<file path="config.mk">
export PLATFORM = sky130hd
export DESIGN_NAME = serial_subtractor_ctrl
export DESIGN_NICKNAME = d
export VERILOG_FILES = /design/src/rtl/serial_subtractor_ctrl.sv
export SDC_FILE = /design/constraint.sdc
export NUM_CORES = 1
export LEC_CHECK = 0
export CAP_MARGIN = 20
export CORE_UTILIZATION = 45
export CTS_CLUSTER_SIZE = 10
export DETAILED_ROUTE_END_ITERATION = 12
export PLACE_DENSITY_LB_ADDON = 0.3
export SLEW_MARGIN = 15
export SYNTH_ARGS = -nofsm -noshare
export SYNTH_HDL_FRONTEND = slang
export SYNTH_SLANG_ARGS = --single-unit
</file>
<file path="constraint.sdc">
create_clock -name clk -period 1.6 [get_ports clk]
set_clock_uncertainty 0.1 [all_clocks]
set_input_delay 0.16 -clock clk [delete_from_list [all_inputs] [get_ports clk]]
set_output_delay 0.16 -clock clk [all_outputs]
set_load 0.1 [all_outputs]
</file>
<file path="src/rtl/serial_subtractor_ctrl.sv">
// Bit-serial subtractor controller: sequences a single full-subtractor cell
// over WIDTH cycles, LSB first, behind a start/busy/done handshake.
module serial_subtractor_ctrl #(
   parameter int WIDTH = 8
) (
   input  logic             clk,
   input  logic             rst,
   input  logic             start,
   input  logic [WIDTH-1:0] a_in,
   input  logic [WIDTH-1:0] b_in,
   output logic             busy,
   output logic             done,
   output logic [WIDTH-1:0] dif_out,
   output logic             borrow_out
);
   localparam int CW = $clog2(WIDTH);
   localparam logic [CW-1:0] LAST_BIT = CW'(WIDTH - 1);

   typedef enum logic [1:0] {
      IDLE  = 2'd0,
      SHIFT = 2'd1,
      DONE  = 2'd2
   } state_t;

   state_t           state_r;
   logic [WIDTH-1:0] a_sh_r;
   logic [WIDTH-1:0] b_sh_r;
   logic [WIDTH-1:0] res_sh_r;
   logic             br_r;
   logic [CW-1:0]    count_r;

   logic             dif_s;
   logic             br_next_s;
   logic [WIDTH-1:0] res_next_s;

   function automatic logic [1:0] fs_cell(input logic a, input logic b, input logic cin);
      logic d;
      logic bo;
      d  = a ^ b ^ cin;
      bo = (~a & b) | (cin & ~(a ^ b));
      return {bo, d};
   endfunction

   // Shared cell evaluated on the current operand LSBs and the stored borrow
   always_comb begin
      {br_next_s, dif_s} = fs_cell(a_sh_r[0], b_sh_r[0], br_r);
      res_next_s         = {dif_s, res_sh_r[WIDTH-1:1]};
   end

   // Sequencer, serial datapath registers and registered handshake/result outputs
   always_ff @(posedge clk) begin
      if (rst) begin
         state_r    <= IDLE;
         a_sh_r     <= {WIDTH{1'b0}};
         b_sh_r     <= {WIDTH{1'b0}};
         res_sh_r   <= {WIDTH{1'b0}};
         br_r       <= 1'b0;
         count_r    <= {CW{1'b0}};
         busy       <= 1'b0;
         done       <= 1'b0;
         dif_out    <= {WIDTH{1'b0}};
         borrow_out <= 1'b0;
      end else begin
         case (state_r)
            IDLE: begin
               done <= 1'b0;
               if (start) begin
                  a_sh_r  <= a_in;
                  b_sh_r  <= b_in;
                  br_r    <= 1'b0;
                  count_r <= {CW{1'b0}};
                  busy    <= 1'b1;
                  state_r <= SHIFT;
               end else begin
                  busy    <= 1'b0;
                  state_r <= IDLE;
               end
            end
            SHIFT: begin
               a_sh_r   <= {1'b0, a_sh_r[WIDTH-1:1]};
               b_sh_r   <= {1'b0, b_sh_r[WIDTH-1:1]};
               br_r     <= br_next_s;
               res_sh_r <= res_next_s;
               // The counter stops on the last bit instead of wrapping
               if (count_r == LAST_BIT) begin
                  dif_out    <= res_next_s;
                  borrow_out <= br_next_s;
                  done       <= 1'b1;
                  state_r    <= DONE;
               end else begin
                  count_r <= count_r + CW'(1);
                  state_r <= SHIFT;
               end
            end
            DONE: begin
               done    <= 1'b0;
               busy    <= 1'b0;
               state_r <= IDLE;
            end
            default: begin
               done    <= 1'b0;
               busy    <= 1'b0;
               state_r <= IDLE;
            end
         endcase
      end
   end

endmodule
</file>
# --- After elaboration in Yosys (flattened, before gate mapping) ---
# Index checks and enable logic that the tools add are counted.
word_totals:
  ff_bits: 41
  output_inout_bits: 11
  in_bits: 19
  elab_cells: 43
classes:
  bitwise_logic: 8
  n_addsub: 1
  n_mux: 14
  n_reduce_logical: 6
  n_eq_ne: 4
ops:
  columns: ["operator", "n"]
  rows:
  - ["case mux 8 bit (2 select lines)", 2]
  - ["2-to-1 mux 8 bit", 2]
  - ["2-to-1 mux 3 bit", 2]
  - ["case mux 3 bit (2 select lines)", 1]
  - ["!= test 2 bit (second input constant)", 2]
  - ["case mux 1 bit (2 select lines)", 2]
  - ["case mux 2 bit (2 select lines)", 1]
  - ["AND reduction 2 bit", 2]
  - ["adder 3 x 1 -> 3 bit (second input constant)", 1]
  - ["equality test 3 bit (second input constant)", 1]
  - ["2-to-1 mux 1 bit", 3]
  - ["inverter 1 bit", 3]
  - ["AND reduction 3 bit", 1]
  - ["bitwise AND 1 bit", 2]
  - ["equality test 2 x 1 -> 1 bit (second input constant)", 1]
  - ["zero test 2 bit", 1]
  - ["2-to-1 mux 2 bit", 1]
  - ["nonzero test 2 bit", 1]
  - ["OR reduction 2 bit", 1]
  - ["bitwise XOR 1 bit", 2]
  - ["OR 1 bit", 1]

# --- Longest topological paths before layout ---
# Gate-level depths: netlist of the first run.
depth:
  depth_word: 5
  mapped_depth: 6
  mapped_depth_nobuf: 5

# --- Least setup slack after synthesis of the first run ---
# No wires, ideal clock.
synth_timing:
  path_kind: "reg2reg"
  startpoint: "reg busy (netlist name)"
  endpoint: "reg busy"
  setup_time_ns: 0.087
  synth_period_minus_slack_ns: 1.438
  required_ns: 1.413
  n_path_buf: 0
  t_arrival_ns: 1.251
  path_stages_with_launch: 3
  path_slack_ns: 0.162
  cell_sequence: "dfxtp_1 > nand2_1 > a211oi_1"
synth_lines:
  columns: ["item", "line_no", "text"]
  rows:
  - ["end signal, assigned", "59", "busy <= 1'b0;"]
  - ["end signal, assigned", "72", "busy <= 1'b1;"]
  - ["end signal, assigned", "75", "busy <= 1'b0;"]
  - ["end, declared", "11", "output logic busy,"]

# --- Final worst setup path of the first run ---
layout_timing:
  startpoint: "reg count_r[0]"
  endpoint: "reg count_r[2]"
layout_via:
  elab_chain_len: 3
  word_cells_on_any_way: 6
  cone_classes: "add/sub (1); eq/ne (2); mux (2); reduce/logical (1)"
layout_rtl:
  columns: ["item", "line_no", "text"]
  rows:
  - ["start, declared", "30", "logic [CW-1:0] count_r;"]
  - ["start signal, assigned", "58", "count_r <= {CW{1'b0}};"]
  - ["start signal, assigned", "71", "count_r <= {CW{1'b0}};"]
  - ["start signal, assigned", "91", "count_r <= count_r + CW'(1);"]
  - ["adder 3 x 1 -> 3 bit / equality test 3 bit (equally long branches)", "91, 85", null]
  - ["2-to-1 mux 3 bit / != test 2 bit (equally long branches)", null, null]
  - ["case mux 3 bit (2 select lines) / AND reduction 3 bit (equally long branches)", null, null]
# Several ways; a longest one is shown, not always the timed one. The select of a mux whose other input is x is not followed.
# A chain may end at the register's enable or synchronous reset.

==> out/results.txt, run 1 <==
CP Launch Point - count_r[0]
first-pass GRT wire length - 6.058 mm
Critical Path RT - 1.78 ns
synth-to-layout area growth - 33.69%
Sw Share - 0.2553
ys async rst share - 0
syn nets - 206
Reg clk slew, reported paths - 0.12 ns
Mapped Area - 1649 um^2
Crit. End Element - flop
H-tree depth - 2
grt total ovfl - 0
reg-to-reg slack, setup - 0.13 ns
Slew HR - 0.7265
clock root buffer - clkbuf_4
fin nets - 239
CTS tree - built
Hold Fails Final Rpt - 0
sw power - 516.6 uW
Pint - 1507 uW
Placer Congestion - 0.7568
Pre-Repair DR Iteration Count - 4
Top Ports - 30
Final Max Slew Viols - 0
leakage - 0.0007811 uW
DRC - 0
commonest non-fill, non-tap cell in the layout - dfxtp_1
crit path to - count_r[2]
initial antenna violation count - 0
Avg Inst Size Synth - 8.962 um^2
HP Class - in2reg
worst-margin pin slew - 0.4099 ns
DR vias/cell - 5.360
Final period util - 0.9191
peak fanout along the critical path - 10
IO buf count - 29
# setup viols final - 0
RSZ-0062 raised after global routing - no
largest net degree at the start of global routing - 41
most frequent cells in the layout - dfxtp_1 (40), nand2_1 (26), nor2_1 (21)
Total GRT Usage - 0.1958
clock share of power - 0.331
type of the worst setup path - reg2reg
Antenna Nets Post-Route - 0
reg-to-reg endpoint - count_r[2]
pwr dens - 918.0 nW/um^2
clk buf depth - 2
number of global-route vias before repair - 1412
Setup crit start kind - flop
die height - 62.54 um
hpwl dp - 2.407 mm
Worst Path Arrival - 1.65 ns
sequential area share after synthesis - 0.4856
Synth top area share - 0.4856
share of power burned in registers - 0.530
Final Routed Wirelength - 3.427 mm
peak supply drop - 0.0006460 V
Tmin final - 1.471 ns
# rows - 21
Core Box Area - 3416 um^2
Netlist cell types - 30
worst skew pair latency - 0.36 ns
placed insts - 254
total clock sinks - 40
number of synthesized flops with an enable pin - 0
Post-CTS Hold Buffers - 0
Vias - 1415
# diodes - 0
Mapped Cells - 184
top_reg_cell synth - dfxtp_1
Ys Warns - 0
Reg2Reg Depth - 5
die area - 3911 um^2
FMAX - 680.0 MHz
Iter 0 DRT Violations - 56
reported max-cap violation count - 0
outcome - finished, final reports clean
Starting Density - 0.4828
die width - 62.54 um
RR Startpoint - count_r[0]
ranking of synthesized cells by area - dfxtp_1 (49%), a211oi_2 (6.1%), nand2_1 (5.9%), a21oi_1 (5.2%), nor2_1 (4.8%)
cell taking the most area after synthesis - dfxtp_1
CTS Buf Count - 5
Non-Filler Instances - 264
Comb power frac - 0.139
routed wire length per instance - 12.98 um
layout cell share with drive strength beyond 1 - 0.1881
Placed Instance Area - 2107 um^2
#FFs+latches synth - 40
fin area - 2205 um^2
how the worst min path moves through the flow:
stage           startpoint           to  slack (ns)  depth (start not counted)
2_1_floorplan      a_in[7]    a_sh_r[7]        0.21                          2
3_3_place_gp   res_sh_r[1]  res_sh_r[1]        0.34                          2
3_5_place_dp   res_sh_r[6]  res_sh_r[5]        0.37                          2
4_1_cts            a_in[7]    a_sh_r[7]        0.33                          3
5_1_grt            a_in[7]    a_sh_r[7]        0.33                          3
6_report           a_in[7]    a_sh_r[7]        0.33                          3
power by group through the flow:
stage                     logic, uW  registers [uW]  clock network [uW]
after floorplan                 177            1100                   0
after global placement          273            1090                   0
after detailed placement        281            1090                   0
after CTS                       283            1070                 677
after global routing            308            1080                 736
final                           282            1070                 669
synthesized netlist by cell type (2+ instances only):
cell / n
o22ai_1: 11
buf_4: 4
clkbuf_1: 4
a21oi_1: 17
o2bb2ai_1: 3
nand2b_1: 3
a31oi_1: 2
inv_1: 4
a211oi_2: 8
nand3_1: 11
buf_2: 4
dfxtp_1: 40
a22oi_1: 2
nand3b_1: 3
nor2_1: 21
nand2_1: 26
a211oi_1: 7
ha_1: 2
sequential cells by signal, indices dropped and copies added (netlist names):
register,flops
done,1
dif_out,8
count_r,3
res_sh_r,7
br_r,1
b_sh_r,8
borrow_out,1
busy,1
state_r,2
a_sh_r,8
per-stage QoR:
stage	setup slack [ns]	TNS, ns	power (uW)	util	hold slack, ns
2_1_floorplan	0.1618	0	1278	-	0.2083
3_3_place_gp	0.05337	0	1365	0.6169	0.3440
3_5_place_dp	-0.04240	-0.08397	1376	0.6169	0.3666
4_1_cts	0.07654	0	2033	0.6447	0.3283
5_1_grt	0.04140	0	2124	0.6454	0.3339
6_report	0.1295	0	2024	0.6454	0.3289
what timing repair did:
action | in CTS | in global routing
pin swaps | 1 | 0
cloned | 0 | 0
buffers inserted | 2 | 0
setup endpoints to repair | 6 | 10
gates resized for setup | 0 | 1
endpoints found under the hold margin | 0 | 0
area by class of cell:
type                            count  area [um^2]
Clock buffer                        5        37.54
Multi-Input combinational cell    126        755.7
Timing Repair Buffer               40        495.5
Inverter                            4        15.01
Tap cell                           46        57.56
Fill cell                         293         1211
Clock inverter                      3        42.54
Sequential cell                    40        800.8
logic make-up (layout without fill, tap and decap cells):
kind of cell | after synthesis | in the layout | share of synthesized area
flip-flops | 40 | 40 | 0.4856
AND/OR/NAND/NOR | 67 | 67 | 0.1768
buffers and inverters | 18 | 52 | 0.05766
AO/OA/AOI/OAI | 56 | 56 | 0.2527
adder cells (fa/ha/maj) | 3 | 3 | 0.02731
critical path, cell delays in order (launching register included):
cell,delay (ns)
dfxtp_1,0.39
ha_1,0.17
ha_2,0.25
buf_4,0.20
nand3_1,0.09
a31oi_1,0.19
routing by layer:
metal  global-route usage  up-vias  share of wire
li1                     -      716              -
met1               0.2288      659           0.44
met2               0.3329       33           0.49
met3              0.06387        7          0.054
met4              0.06977        0          0.013
met5                    0        -              0
No activity file was read; power rests on OpenSTA's default activity.
==> run 2: changes to the inputs <==
Settings changed: RECOVER_POWER set to 100.
==> run 2 against run 1 <==
Compared with the run above:
- critical path depth decreased by 1
- die area unchanged
- worst setup slack got worse by 0.021 ns
- sequential share of layout area increased by 3.4 points
- register-to-register slack got worse by 0.02 ns
- largest power group unchanged
- highest routed layer unchanged
==> out/results.txt, run 2 (synthesized netlist as in run 1, its figures left out) <==
H-tree depth - 2
Fillers - 318
share of power burned in registers - 0.534
Sw Share - 0.2546
Crit. End Element - flop
die height - 62.54 um
Worst Path Arrival - 1.66 ns
commonest non-fill, non-tap cell in the layout - dfxtp_1
CTS Buf Count - 5
# rows - 21
synth-to-layout area growth - 22.15%
Comb power frac - 0.133
total power - 2006 uW
critical path cell sequence - nor2b_1, clkbuf_2, a21oi_1, a311oi_1
first-pass GRT wire length - 6.058 mm
type of the worst setup path - reg2reg
Hold Fails Final Rpt - 0
Hold Path Cell Cnt - 3
Final period util - 0.9324
max incr delay on CP - 0.42 ns
reg-to-reg slack, setup - 0.11 ns
largest registers - a_sh_r x8, b_sh_r x8, dif_out x8
Starting Density - 0.4828
most frequent cells in the layout - dfxtp_1 (40), nand2_1 (26), nor2_1 (21)
Tmin final - 1.492 ns
Reg clk slew, reported paths - 0.12 ns
clk buf depth - 2
# diodes - 0
outcome - finished, final reports clean
clock share of power - 0.333
die area - 3911 um^2
clock root buffer - clkbuf_4
Antenna Nets Post-Route - 0
worst-margin pin slew - 0.5359 ns
worst skew pair latency - 0.36 ns
leakage - 0.0007367 uW
hpwl dp - 2.407 mm
routed wire length per instance - 13.14 um
hold endpoint - a_sh_r[7]
Vias - 1411
sw power - 510.8 uW
DRC - 0
reported max-cap violation count - 0
Pre-Repair DR Iteration Count - 4
number of global-route vias before repair - 1412
Core Box Area - 3416 um^2
CTS tree - built
IO buf count - 29
Placer Congestion - 0.7568
Reg2Reg Depth - 4
Worst path slowest cell - dfxtp_1
initial antenna violation count - 0
Iter 0 DRT Violations - 63
Top Ports - 30
Critical Path RT - 1.77 ns
final core occ - 0.5897
Multi-input gate area - 737.0 um^2
fin nets - 239
largest net degree at the start of global routing - 41
DR vias/cell - 5.345
Final Max Slew Viols - 0
Setup crit start kind - flop
pwr dens - 995.9 nW/um^2
Post-CTS Hold Buffers - 0
Final Routed Wirelength - 3.468 mm
die width - 62.54 um
Worst Hold Launch - a_in[7]
grt total ovfl - 0
layout cell share with drive strength beyond 1 - 0.1651
Slew HR - 0.6420
peak fanout along the critical path - 10
RR Startpoint - state_r[0]
# setup viols final - 0
Pint - 1495 uW
HP Class - in2reg
Register Area - 800.8 um^2
peak supply drop - 0.0006462 V
FMAX - 670.3 MHz
reg-to-reg endpoint - borrow_out
RSZ-0062 raised after global routing - no
hold slack - 0.3297 ns
total clock sinks - 40
Total GRT Usage - 0.1958
## run 2: changes by cell type in the layout (fill, tap and decap cells not counted)
cell	change
buf_4	-2
o21bai_2	-1
o21bai_1	+1
clkbuf_1	+1
clkbuf_2	+6
buf_12	-11
a211oi_1	+3
a211oi_2	-3
buf_2	+6
## run 2: layout make-up
class                   instances  area share
well taps                      46     0.02857
flip-flops and latches         40      0.3975
inverters                       4    0.007453
repair buffers                 40      0.1609
clock inverters                 3     0.02112
multi-input cells             126      0.3658
clock buffers                   5     0.01863
## run 2: repair_timing
action                     CTS  global route
setup buffers                2             0
setup endpoints to repair    6            10
gates cloned                 0             0
gates resized for setup      0             1
pin swaps                    1             0
## run 2: how the worst max path moves through the flow
| stage | slack, ns | startpoint | cells past startpoint | to |
|---|---|---|---|---|
| detailed placement | -0.04 | start | 4 | b_sh_r[2] |
| global route | 0.02 | state_r[1] | 4 | res_sh_r[2] |
| CTS | 0.08 | count_r[0] | 5 | count_r[2] |
| finish | 0.11 | state_r[0] | 4 | borrow_out |
| floorplan | 0.16 | busy | 2 | busy |
| global placement | 0.05 | start | 4 | b_sh_r[1] |
## run 2: routing by layer
| metal | track usage | part of all wire | up-vias |
|---|---|---|---|
| met4 | 0.06977 | 0.013 | 0 |
| met1 | 0.2288 | 0.46 | 653 |
| met5 | 0 | 0 | - |
| li1 | - | - | 717 |
| met2 | 0.3329 | 0.48 | 34 |
| met3 | 0.06387 | 0.050 | 7 |
## run 2: critical path, delay by kind of cell, from the launching register on
kind            cells  cell delay (ns)
buf+inv             1             0.26
simple gates        1             0.27
flops               1             0.42
compound gates      2             0.35
## run 2: per-stage QoR
step	instance area [um^2]	cells	setup WS, ns	TNS [ns]
6_report	2014	264	0.1081	0
5_1_grt	2014	264	0.02296	0
4_1_cts	2202	264	0.07654	0
3_5_place_dp	2107	254	-0.04240	-0.08397
3_3_place_gp	2107	254	0.05337	0
2_1_floorplan	1649	184	0.1618	0
## run 2: power by group through the flow
stage	Sequential (uW)	Combinational [uW]	Clock, uW
6_report	1070	266	668
5_1_grt	1080	292	736
4_1_cts	1070	283	677
3_5_place_dp	1090	281	0
3_3_place_gp	1090	273	0
2_1_floorplan	1100	177	0
